==> src/rtl/cla_pipe_adder_if.sv <==
`default_nettype none
// ============================================================================
// Module      : cla_pipe_adder_if
// Description : Operand/result valid-ready bundle for cla_pipe_adder.
// Revision    : 1.0 - initial release
// ============================================================================
interface cla_pipe_adder_if #(
    parameter int WIDTH = 16
);
    logic             in_valid;
    logic             in_ready;
    logic [WIDTH-1:0] a;
    logic [WIDTH-1:0] b;
    logic             c_in;
    logic             sub;
    logic             out_valid;
    logic             out_ready;
    logic [WIDTH-1:0] sum;
    logic             c_out;
    logic             ovf;

    modport master (
        output in_valid, a, b, c_in, sub, out_ready,
        input  in_ready, out_valid, sum, c_out, ovf
    );

    modport slave (
        input  in_valid, a, b, c_in, sub, out_ready,
        output in_ready, out_valid, sum, c_out, ovf
    );
endinterface
`default_nettype wire

==> src/rtl/cla_pipe_adder.sv <==
`default_nettype none
// ============================================================================
// Module      : cla_pipe_adder
// Description : Pipelined carry-lookahead adder/subtractor, one GROUP-bit
//               lookahead group resolved per stage. CLA_PIPE_SAT_EN enables
//               signed saturation of the result.
// Revision    : 1.0 - initial release
// ============================================================================
module cla_pipe_adder #(
    parameter int WIDTH = 16,
    parameter int GROUP = 4
) (
    input  logic            clk,
    input  logic            rst_n,
    cla_pipe_adder_if.slave bus
);
    localparam int NG = WIDTH / GROUP;
    localparam logic [WIDTH-1:0] C_SAT_POS = {1'b0, {(WIDTH-1){1'b1}}};
    localparam logic [WIDTH-1:0] C_SAT_NEG = {1'b1, {(WIDTH-1){1'b0}}};

    // Level k holds operands not yet consumed; level k+1 holds sum groups 0..k.
    logic [NG:0]      r_vld;
    logic [WIDTH-1:0] r_a   [0:NG-1];
    logic [WIDTH-1:0] r_b   [0:NG-1];
    logic [NG-1:0]    r_cy;
    logic [WIDTH-1:0] r_sum [1:NG];
    logic             r_c_out;
    logic             r_ovf;

    logic             w_en;
    logic             w_accept;
    logic [WIDTH-1:0] w_sum_nxt [0:NG-1];
    logic [NG-1:0]    w_cy_nxt;
    logic             w_c_msb;
    logic             w_ovf;
    logic [WIDTH-1:0] w_sum_fin;

    // Sum-of-products lookahead: c[i+1] = G[i:0] | P[i:0] & cin.
    function automatic logic [GROUP:0] cla_carries(
        input logic [GROUP-1:0] p,
        input logic [GROUP-1:0] g,
        input logic             cin
    );
        logic [GROUP:0] c;
        logic           acc_g;
        logic           acc_p;
        c[0] = cin;
        for (int i = 0; i < GROUP; i++) begin
            acc_g = 1'b0;
            acc_p = 1'b1;
            for (int j = i; j >= 0; j--) begin
                acc_g = acc_g | (acc_p & g[j]);
                acc_p = acc_p & p[j];
            end
            c[i+1] = acc_g | (acc_p & cin);
        end
        return c;
    endfunction

    assign w_en         = !r_vld[NG] || bus.out_ready;
    assign w_accept     = bus.in_valid && w_en;
    assign bus.in_ready = w_en;

    for (genvar k = 0; k < NG; k++) begin : g_stage
        logic [GROUP-1:0] w_p;
        logic [GROUP-1:0] w_g;
        logic [GROUP-1:0] w_s;
        logic [GROUP:0]   w_c;
        logic [WIDTH-1:0] w_base;
        logic [WIDTH-1:0] w_merged;

        assign w_p         = r_a[k][k*GROUP +: GROUP] ^ r_b[k][k*GROUP +: GROUP];
        assign w_g         = r_a[k][k*GROUP +: GROUP] & r_b[k][k*GROUP +: GROUP];
        assign w_c         = cla_carries(w_p, w_g, r_cy[k]);
        assign w_s         = w_p ^ w_c[GROUP-1:0];
        assign w_cy_nxt[k] = w_c[GROUP];

        if (k == 0) begin : g_first
            assign w_base = '0;
        end else begin : g_rest
            assign w_base = r_sum[k];
        end

        always_comb begin
            w_merged                    = w_base;
            w_merged[k*GROUP +: GROUP]  = w_s;
        end
        assign w_sum_nxt[k] = w_merged;

        if (k == NG - 1) begin : g_msb
            assign w_c_msb = w_c[GROUP-1];
        end
    end

    assign w_ovf = w_c_msb ^ w_cy_nxt[NG-1];

`ifdef CLA_PIPE_SAT_EN
    // Both operands share a's sign whenever overflow is possible.
    assign w_sum_fin = w_ovf ? (r_a[NG-1][WIDTH-1] ? C_SAT_NEG : C_SAT_POS)
                             : w_sum_nxt[NG-1];
`else
    assign w_sum_fin = w_sum_nxt[NG-1];
`endif

    always_ff @(posedge clk or negedge rst_n) begin
        if (!rst_n) begin
            r_vld   <= '0;
            r_cy    <= '0;
            r_c_out <= 1'b0;
            r_ovf   <= 1'b0;
            for (int k = 0; k < NG; k++) begin
                r_a[k]     <= '0;
                r_b[k]     <= '0;
                r_sum[k+1] <= '0;
            end
        end else if (w_en) begin
            r_vld[0] <= w_accept;
            r_a[0]   <= bus.a;
            r_b[0]   <= bus.sub ? ~bus.b : bus.b;
            r_cy[0]  <= bus.sub ^ bus.c_in;
            for (int k = 0; k < NG - 1; k++) begin
                r_vld[k+1] <= r_vld[k];
                r_a[k+1]   <= r_a[k];
                r_b[k+1]   <= r_b[k];
                r_cy[k+1]  <= w_cy_nxt[k];
                r_sum[k+1] <= w_sum_nxt[k];
            end
            r_vld[NG] <= r_vld[NG-1];
            r_sum[NG] <= w_sum_fin;
            r_c_out   <= w_cy_nxt[NG-1];
            r_ovf     <= w_ovf;
        end
    end

    assign bus.out_valid = r_vld[NG];
    assign bus.sum       = r_sum[NG];
    assign bus.c_out     = r_c_out;
    assign bus.ovf       = r_ovf;
endmodule
`default_nettype wire

==> src/flat_wrapper.sv <==
// flat-port wrapper written by rule: the top's interface ports become plain ports
module cla_pipe_adder_flat 
#(
    parameter int WIDTH = 16,
    parameter int GROUP = 4
)
  (clk, rst_n, bus_in_valid, bus_a, bus_b, bus_c_in, bus_sub, bus_out_ready, bus_in_ready, bus_out_valid, bus_sum, bus_c_out, bus_ovf);
  cla_pipe_adder_if #(.WIDTH(WIDTH)) bus_i ();
  input  logic clk;
  input  logic rst_n;
  input wire logic [$bits(bus_i.in_valid)-1:0] bus_in_valid;
  input wire logic [$bits(bus_i.a)-1:0] bus_a;
  input wire logic [$bits(bus_i.b)-1:0] bus_b;
  input wire logic [$bits(bus_i.c_in)-1:0] bus_c_in;
  input wire logic [$bits(bus_i.sub)-1:0] bus_sub;
  input wire logic [$bits(bus_i.out_ready)-1:0] bus_out_ready;
  output wire logic [$bits(bus_i.in_ready)-1:0] bus_in_ready;
  output wire logic [$bits(bus_i.out_valid)-1:0] bus_out_valid;
  output wire logic [$bits(bus_i.sum)-1:0] bus_sum;
  output wire logic [$bits(bus_i.c_out)-1:0] bus_c_out;
  output wire logic [$bits(bus_i.ovf)-1:0] bus_ovf;
  assign bus_i.in_valid = bus_in_valid;
  assign bus_i.a = bus_a;
  assign bus_i.b = bus_b;
  assign bus_i.c_in = bus_c_in;
  assign bus_i.sub = bus_sub;
  assign bus_i.out_ready = bus_out_ready;
  assign bus_in_ready = bus_i.in_ready;
  assign bus_out_valid = bus_i.out_valid;
  assign bus_sum = bus_i.sum;
  assign bus_c_out = bus_i.c_out;
  assign bus_ovf = bus_i.ovf;
  cla_pipe_adder #(.WIDTH(WIDTH), .GROUP(GROUP)) u_core (.clk(clk), .rst_n(rst_n), .bus(bus_i));
endmodule
==> config.mk <==
export PLATFORM = sky130hd
export DESIGN_NAME = cla_pipe_adder_flat
export DESIGN_NICKNAME = d
export VERILOG_FILES = /design/src/rtl/cla_pipe_adder_if.sv /design/src/rtl/cla_pipe_adder.sv /design/src/flat_wrapper.sv
export SDC_FILE = /design/constraint.sdc
export NUM_CORES = 1
export LEC_CHECK = 0
export CORE_MARGIN = 1.5
export CORE_UTILIZATION = 40
export DETAILED_ROUTE_END_ITERATION = 6
export PLACE_DENSITY_LB_ADDON = 0.05
export RECOVER_POWER = 50
export SYNTH_ARGS = -nofsm -noshare
export SYNTH_HDL_FRONTEND = slang
export SYNTH_SLANG_ARGS = --single-unit
export TNS_END_PERCENT = 10
==> constraint.sdc <==
create_clock -name clk -period 2.5 [get_ports clk]
set_clock_uncertainty 0.1 [all_clocks]
set_input_delay 0.625 -clock clk [delete_from_list [all_inputs] [get_ports clk]]
set_output_delay 0.625 -clock clk [all_outputs]
set_load 0.02 [all_outputs]
==> reports/metrics.csv <==
stage,metric,value,unit
status,status,"complete, but fails checks",
status,failing checks,"max-capacitance violations, max-slew violations",
grt,largest net degree at the start of global routing,103,
layout,post-route core utilization,49.4,%
timing,"Hold Vio Cnt, Final",0,
clock_tree,clk buf depth,2,
power_and_ir_drop,maximum VDD drop,0.711,mV
layout,final-layout fill cell count,1363,
grt,first-pass GRT wire length,18000,um
power_and_ir_drop,part of the power in the clock network,24.2,%
power_and_ir_drop,switching pwr,3.10,mW
critical_path,crit path max fanout,2,
critical_path,r2r worst-path depth,5,
worst_hold_path,Hold Path Class,register to register,
worst_hold_path,worst hold stages,2,
drt,Routed WL per cell,11.9,um
drt,DRT iter0 DRCs,267,
power_and_ir_drop,Power Internal,5.72,mW
layout,ANT cells,0,
clock_tree,clk slew on worst S/H paths,0.05,ns
drt,DRC,0,
placement,# port buffers,57,
timing,post-layout worst setup margin,0.173,ns
timing,fin. max-slew vios,60,
critical_path,Critical Path Start Type,input port,
logic_synthesis,warnings from Yosys,0,
layout,Post-Layout Cell Count,844,
floorplan,die height,122,um
grt,vias in the first global route,3777,
drt,First-pass DRT Iterations,4,
power_and_ir_drop,Sw Ratio,35.1,%
logic_synthesis,"Seq/Total Area, Yosys",58.2,%
layout,Layout Area Growth over Synthesis,21.2,%
timing,# setup viols final,0,
timing,post-layout minimum cycle time,2.33,ns
placement,post-detailed-placement half-perimeter wirelength,6440,um
critical_path,WS Path Type,input port to output port,
clock_tree,Worst-Skew Late Latency,0.41,ns
timing,final setup TNS,0,ns
drt,detail-routed via count per cell,4.53,
floorplan,Initial Util,40.7,%
clock_tree,Root Buffer,clkbuf_16,
logic_synthesis,Syn Std Cell Area,0.00563,sq mm
layout,register area,0.00328,sq mm
logic_synthesis,syn nets,654,
power_and_ir_drop,Sequential Power Share,40.7,%
clock_tree,post-CTS sizing,1,
power_and_ir_drop,combinational power share,35.0,%
power_and_ir_drop,Power Dens Cells,1290,mW/mm^2
clock_tree,# Post-CTS Setup Buffers,0,
logic_synthesis,Seq cells post-synth,131,
layout,NumNets Final,711,
floorplan,row count,43,
clock_tree,htree depth,4,
drt,drt total wl,10100,um
placement,Place WS,-0.143,ns
logic_synthesis,Synth area leaders,"dfrtp_1 (58%), nand2_1 (19%), ha_1 (3.6%)",
critical_path,CP Capture Type,output port,
layout,multi-input logic area,0.00211,sq mm
floorplan,Ports,58,
logic_synthesis,Mapped Cells,596,
drt,Via Count,3824,
layout,layout cells sized above 1,7.53,%
placement,Post-DP Area,0.00634,sq mm
grt,Tot GR Track Use,15.7,%
clock_tree,total CTS buffers,17,
timing,Tightest Pin Transition,1.54,ns
logic_synthesis,Yosys top cell area share,58.2,%
critical_path,Critical Path RT,1.77,ns
timing,Rel. slew slack,-2.36,%
grt,GRT overflow,0,
logic_synthesis,ys async rst share,100,%
logic_synthesis,"EDFF count, synth",0,
logic_synthesis,post-synthesis cell type count,26,
floorplan,DIE WIDTH,122,um
timing,WHS,0.362,ns
floorplan,die area,0.0148,sq mm
floorplan,total core area,0.0138,sq mm
grt,initial antenna violation count,0,
flow_run,maxcap violations,1,
clock_tree,# clock sinks,131,
drt,DRT antenna net count,0,
layout,fin area,0.00682,sq mm
clock_tree,CTS tree,built,
power_and_ir_drop,total leakage power,3.36,nW
clock_tree,hold buffer count at CTS,0,
logic_synthesis,cell taking the most area after synthesis,dfrtp_1,
timing,RSZ-0062 raised after global routing,false,
placement,Final Wtd Congestion,0.739,
timing,Max Fclk,0.430,GHz
logic_synthesis,mean area per synthesized cell,9.44,sq um
logic_synthesis,synth cell count leaders,"nand2_1 (286), dfrtp_1 (131), o21ai_0 (31)",
placement,post-placement cell count,814,
power_and_ir_drop,Tot Pwr,8.82,mW
timing,Tcrit/Tclk final,93.1,%
logic_synthesis,"count leader, synth",nand2_1,
critical_path,"Arr. time, crit path",1.60,ns
logic_synthesis,Post-synth top flop,dfrtp_1,
==> final cells by class <==
cell class                 instances  share of cell area [%]
clock inverter                     7                   0.513
tap                              180                    3.30
sequential                       131                    48.0
multi-input combinational        422                    30.9
inverter                          13                   0.752
clock buffer                      23                    6.86
timing repair buffer              68                    9.64
==> critical path, stage by stage <==
cell and delay (ns):
clkdlybuf4s50_1 0.44, nor2b_4 0.16, inv_4 0.06, dlygate4sd2_1 0.32
==> power by group through the flow <==
stage / logic (mW) / registers (mW) / clock network [mW]
2_1_floorplan: 2.17 / 3.68 / 0
3_3_place_gp: 3.09 / 3.61 / 0
3_5_place_dp: 3.16 / 3.63 / 0
4_1_cts: 3.17 / 3.60 / 2.20
5_1_grt: 3.58 / 3.72 / 2.30
6_report: 3.09 / 3.59 / 2.14
==> cell families after synthesis <==
group	Yosys count	synth area share, %
AND/OR/NAND/NOR	303	20.3
buffers and inverters	43	4.40
AO/OA/AOI/OAI	72	7.82
XOR/XNOR	26	4.05
multiplexers	1	0.178
adder cells (fa/ha/maj)	20	4.98
flip-flops	131	58.2
==> worst paths after layout <==
path	startpoint	end	slack [ns]
max in group asynchronous	rst_n	u_core.r_b[36]$_DFFE_PN0N_	0.58
worst min-delay path	u_core.g_stage[2].w_base[1]$_DFFE_PN0N_	u_core.g_stage[2].w_base[1]$_DFFE_PN0N_	0.36
min in group asynchronous	rst_n	u_core.bus.sum[0]$_DFFE_PN0N_	0.49
worst max-delay path	bus_out_ready	bus_in_ready	0.17
worst min register to register	u_core.g_stage[2].w_base[1]$_DFFE_PN0N_	u_core.g_stage[2].w_base[1]$_DFFE_PN0N_	0.36
worst max register to register	u_core.r_vld[4]$_DFFE_PN0N_	u_core.g_stage[3].w_base[10]$_DFFE_PN0N_	0.59
==> layout by cell type, fill, tap and decap left out, types with 2 or more instances in the layout <==
cell type / n
a21oi_1: 10
nor2_1: 15
xnor2_1: 19
dfrtp_1: 131
clkbuf_16: 17
buf_12: 2
buf_4: 4
nand2_1: 286
clkbuf_2: 5
inv_1: 12
o21bai_1: 3
clkinv_2: 7
xor2_1: 7
fa_1: 4
a21oi_2: 9
a211oi_1: 6
a21o_1: 4
ha_1: 16
clkbuf_8: 2
clkbuf_1: 5
clkdlybuf4s50_1: 55
o21ai_0: 31
o21ai_1: 7
==> state kept, by name, indices dropped and copies added, names as in the netlist <==
signal	flops
u_core.bus.c_out	1
u_core.r_a	40
u_core.r_b	40
u_core.r_cy	4
u_core.bus.ovf	1
u_core.g_stage.w_base	24
u_core.r_vld	5
u_core.bus.sum	16
==> layer usage <==
metal	part of all wire [%]	track usage [%]	vias to the layer above
met5	0	0	-
met4	1.8	7.06	0
met3	3.9	4.78	16
met2	42	22.8	64
met1	52	21.7	1756
li1	-	-	1988
Power figures use the tool's default switching activity.
==> RTL change: new RTL, same flow settings <==
`WIDTH` is set to 16 in 3 places; all go to 14.
--- a/src/rtl/cla_pipe_adder_if.sv
+++ b/src/rtl/cla_pipe_adder_if.sv
@@ -5,7 +5,7 @@
 // Revision    : 1.0 - initial release
 // ============================================================================
 interface cla_pipe_adder_if #(
-    parameter int WIDTH = 16
+    parameter int WIDTH = 14
 );
     logic             in_valid;
     logic             in_ready;
--- a/src/rtl/cla_pipe_adder.sv
+++ b/src/rtl/cla_pipe_adder.sv
@@ -7,7 +7,7 @@
 // Revision    : 1.0 - initial release
 // ============================================================================
 module cla_pipe_adder #(
-    parameter int WIDTH = 16,
+    parameter int WIDTH = 14,
     parameter int GROUP = 4
 ) (
     input  logic            clk,
--- a/src/flat_wrapper.sv
+++ b/src/flat_wrapper.sv
@@ -1,7 +1,7 @@
 // flat-port wrapper written by rule: the top's interface ports become plain ports
 module cla_pipe_adder_flat 
 #(
-    parameter int WIDTH = 16,
+    parameter int WIDTH = 14,
     parameter int GROUP = 4
 )
   (clk, rst_n, bus_in_valid, bus_a, bus_b, bus_c_in, bus_sub, bus_out_ready, bus_in_ready, bus_out_valid, bus_sum, bus_c_out, bus_ovf);
Interface: changed (resized bus_a, bus_b and bus_sum); port bits go from 58 to 52. No check against the original RTL was run, so the function may have changed too.
==> RTL change against the original RTL <==
Wire length down 39%; die area down 35%; sequential share of layout area down 0.48 points; synthesized area down 36%; critical path depth unchanged; via count down 36%; worst setup slack worse by 39 ps; register-to-register slack better by 190 ps; final area down 38%; sequential cell count down 50; power down 42%; synthesized cell count down 36%; utilization down 0.49 points; critical path type unchanged.
==> RTL change: results (changes against the original RTL) <==
The first-pass GRT wire length is 10.9 mm (-40%). The number of buffer cells added on primary ports is 45 (-21%). The cell count after placement came out at 518 (-36%). The worst-case vdd ir drop is 0.000363 V (-49%). By count the netlist is led by sky130_fd_sc_hd__nand2_1 (162), sky130_fd_sc_hd__dfrtp_1 (81), sky130_fd_sc_hd__o21ai_0 (25). The share of layout cells above drive strength 1 is 6.57% (-0.96 points). The number of pins with negative max-slew slack in the final report came to 0 (-100%). The total routing resource utilization after global routing came to 14.0% (-1.7 points). The flow ran to the end, and the final reports show no timing, DRC or antenna violations. The slew at the pin with the worst max-slew slack is 1400 ps (-136 ps). The number of H-tree levels came out at 3 (-1). The clock root buffer master is sky130_fd_sc_hd__clkbuf_8. The global routing usage on met3 is 2.86% (-1.9 points). The setup slack at placement came out at -110 ps (+32.7 ps). The data arrival time at the worst-slack endpoint is 1640 ps (+40 ps). The wire length on met3 came to 246 µm (-38%). The clock-pin slew on the worst setup and hold paths is 80 ps (+30 ps). The total cell area at the placement stage is 4100 µm² (-35%). The wire length the detailed router placed on met1 is 3.25 mm (-38%). The routability congestion estimate from global placement is 0.756 (+2.2%). The largest registers in the layout are u_core.r_a (24), u_core.r_b (24). The sequential share of the synthesized area is 56.3% (-1.9 points). The length of routed met2 wiring came out at 2.51 mm (-41%). The half-perimeter wire length after detailed placement is 4.12 mm (-36%). The number of instances in the synthesized netlist is 379 (-36%). The number of clock buffers inserted by TritonCTS is 9 (-8). The tightest min-delay check is of the primary input to asynchronous set/reset pin type. The final non-filler cell total is 534 (-37%). The met2 routing resource usage after global routing is 21.1% (-1.7 points). The pin count of the biggest net entering global routing came out at 78 (-24%).

The leakage dissipation was 2.06 nW (-38%). The diode insertion count for antenna repair came out at 0 (unchanged). The DRC marker count from the first detailed-route iteration was 73 (-73%).
-- RTL change: cells by family (layout without fill, tap and decap cells) --
| group | count (synthesis) | count (layout) | synth area share, % |
|---|---|---|---|
| mux | 1 | 1 | 0.278 |
| compound gates | 55 | 55 | 9.04 |
| xor+xnor | 19 | 19 | 4.62 |
| buf+inv | 32 | 78 | 5.32 |
| flops | 81 | 81 | 56.3 |
| fa+ha+maj | 15 | 15 | 5.84 |
| other cells | 1 | 2 | 0.104 |
| simple gates | 175 | 175 | 18.5 |
-- RTL change: critical path: stages --
cell	delay, ps
sky130_fd_sc_hd__clkdlybuf4s50_1	500
sky130_fd_sc_hd__nor2b_4	50
sky130_fd_sc_hd__inv_1	110
sky130_fd_sc_hd__dlygate4sd2_1	350
-- RTL change: worst paths after layout --
check	startpoint	end	slack, ps	depth (start not counted)
worst min register to register	u_core.r_vld[2]	u_core.r_vld[2]	360	2
max in group asynchronous	rst_n	u_core.g_stage[2].w_base[5]	540	2
worst max register to register	u_core.r_vld[3]	u_core.bus.c_out	780	6
worst max-delay path	bus_out_ready	bus_in_ready	130	4
min in group clk	u_core.r_vld[2]	u_core.r_vld[2]	360	2
worst min-delay path	rst_n	u_core.bus.sum[4]	110	1
-- RTL change: final cells by class --
class	count	area [µm²]
multi-input cells	267	1390
clock inverters	5	30.0
well taps	108	135
inverters	10	37.5
flip-flops and latches	81	2030
repair buffers	52	492
fillers	871	4460
clock buffers	11	151
-- RTL change: repair_timing --
item / in CTS / in global routing
hold endpoints to repair: 0 / 0
endpoints found under the setup margin: 1 / 0
resized for setup: 1 / 0
hold buffers: 0 / 0
-- RTL change: where the power goes --
group          switching (W)  total [W]  internal, W
logic                0.00114    0.00207     0.000930
registers           0.000296    0.00218      0.00189
clock network       0.000450   0.000860     0.000410
total                0.00189    0.00511      0.00322
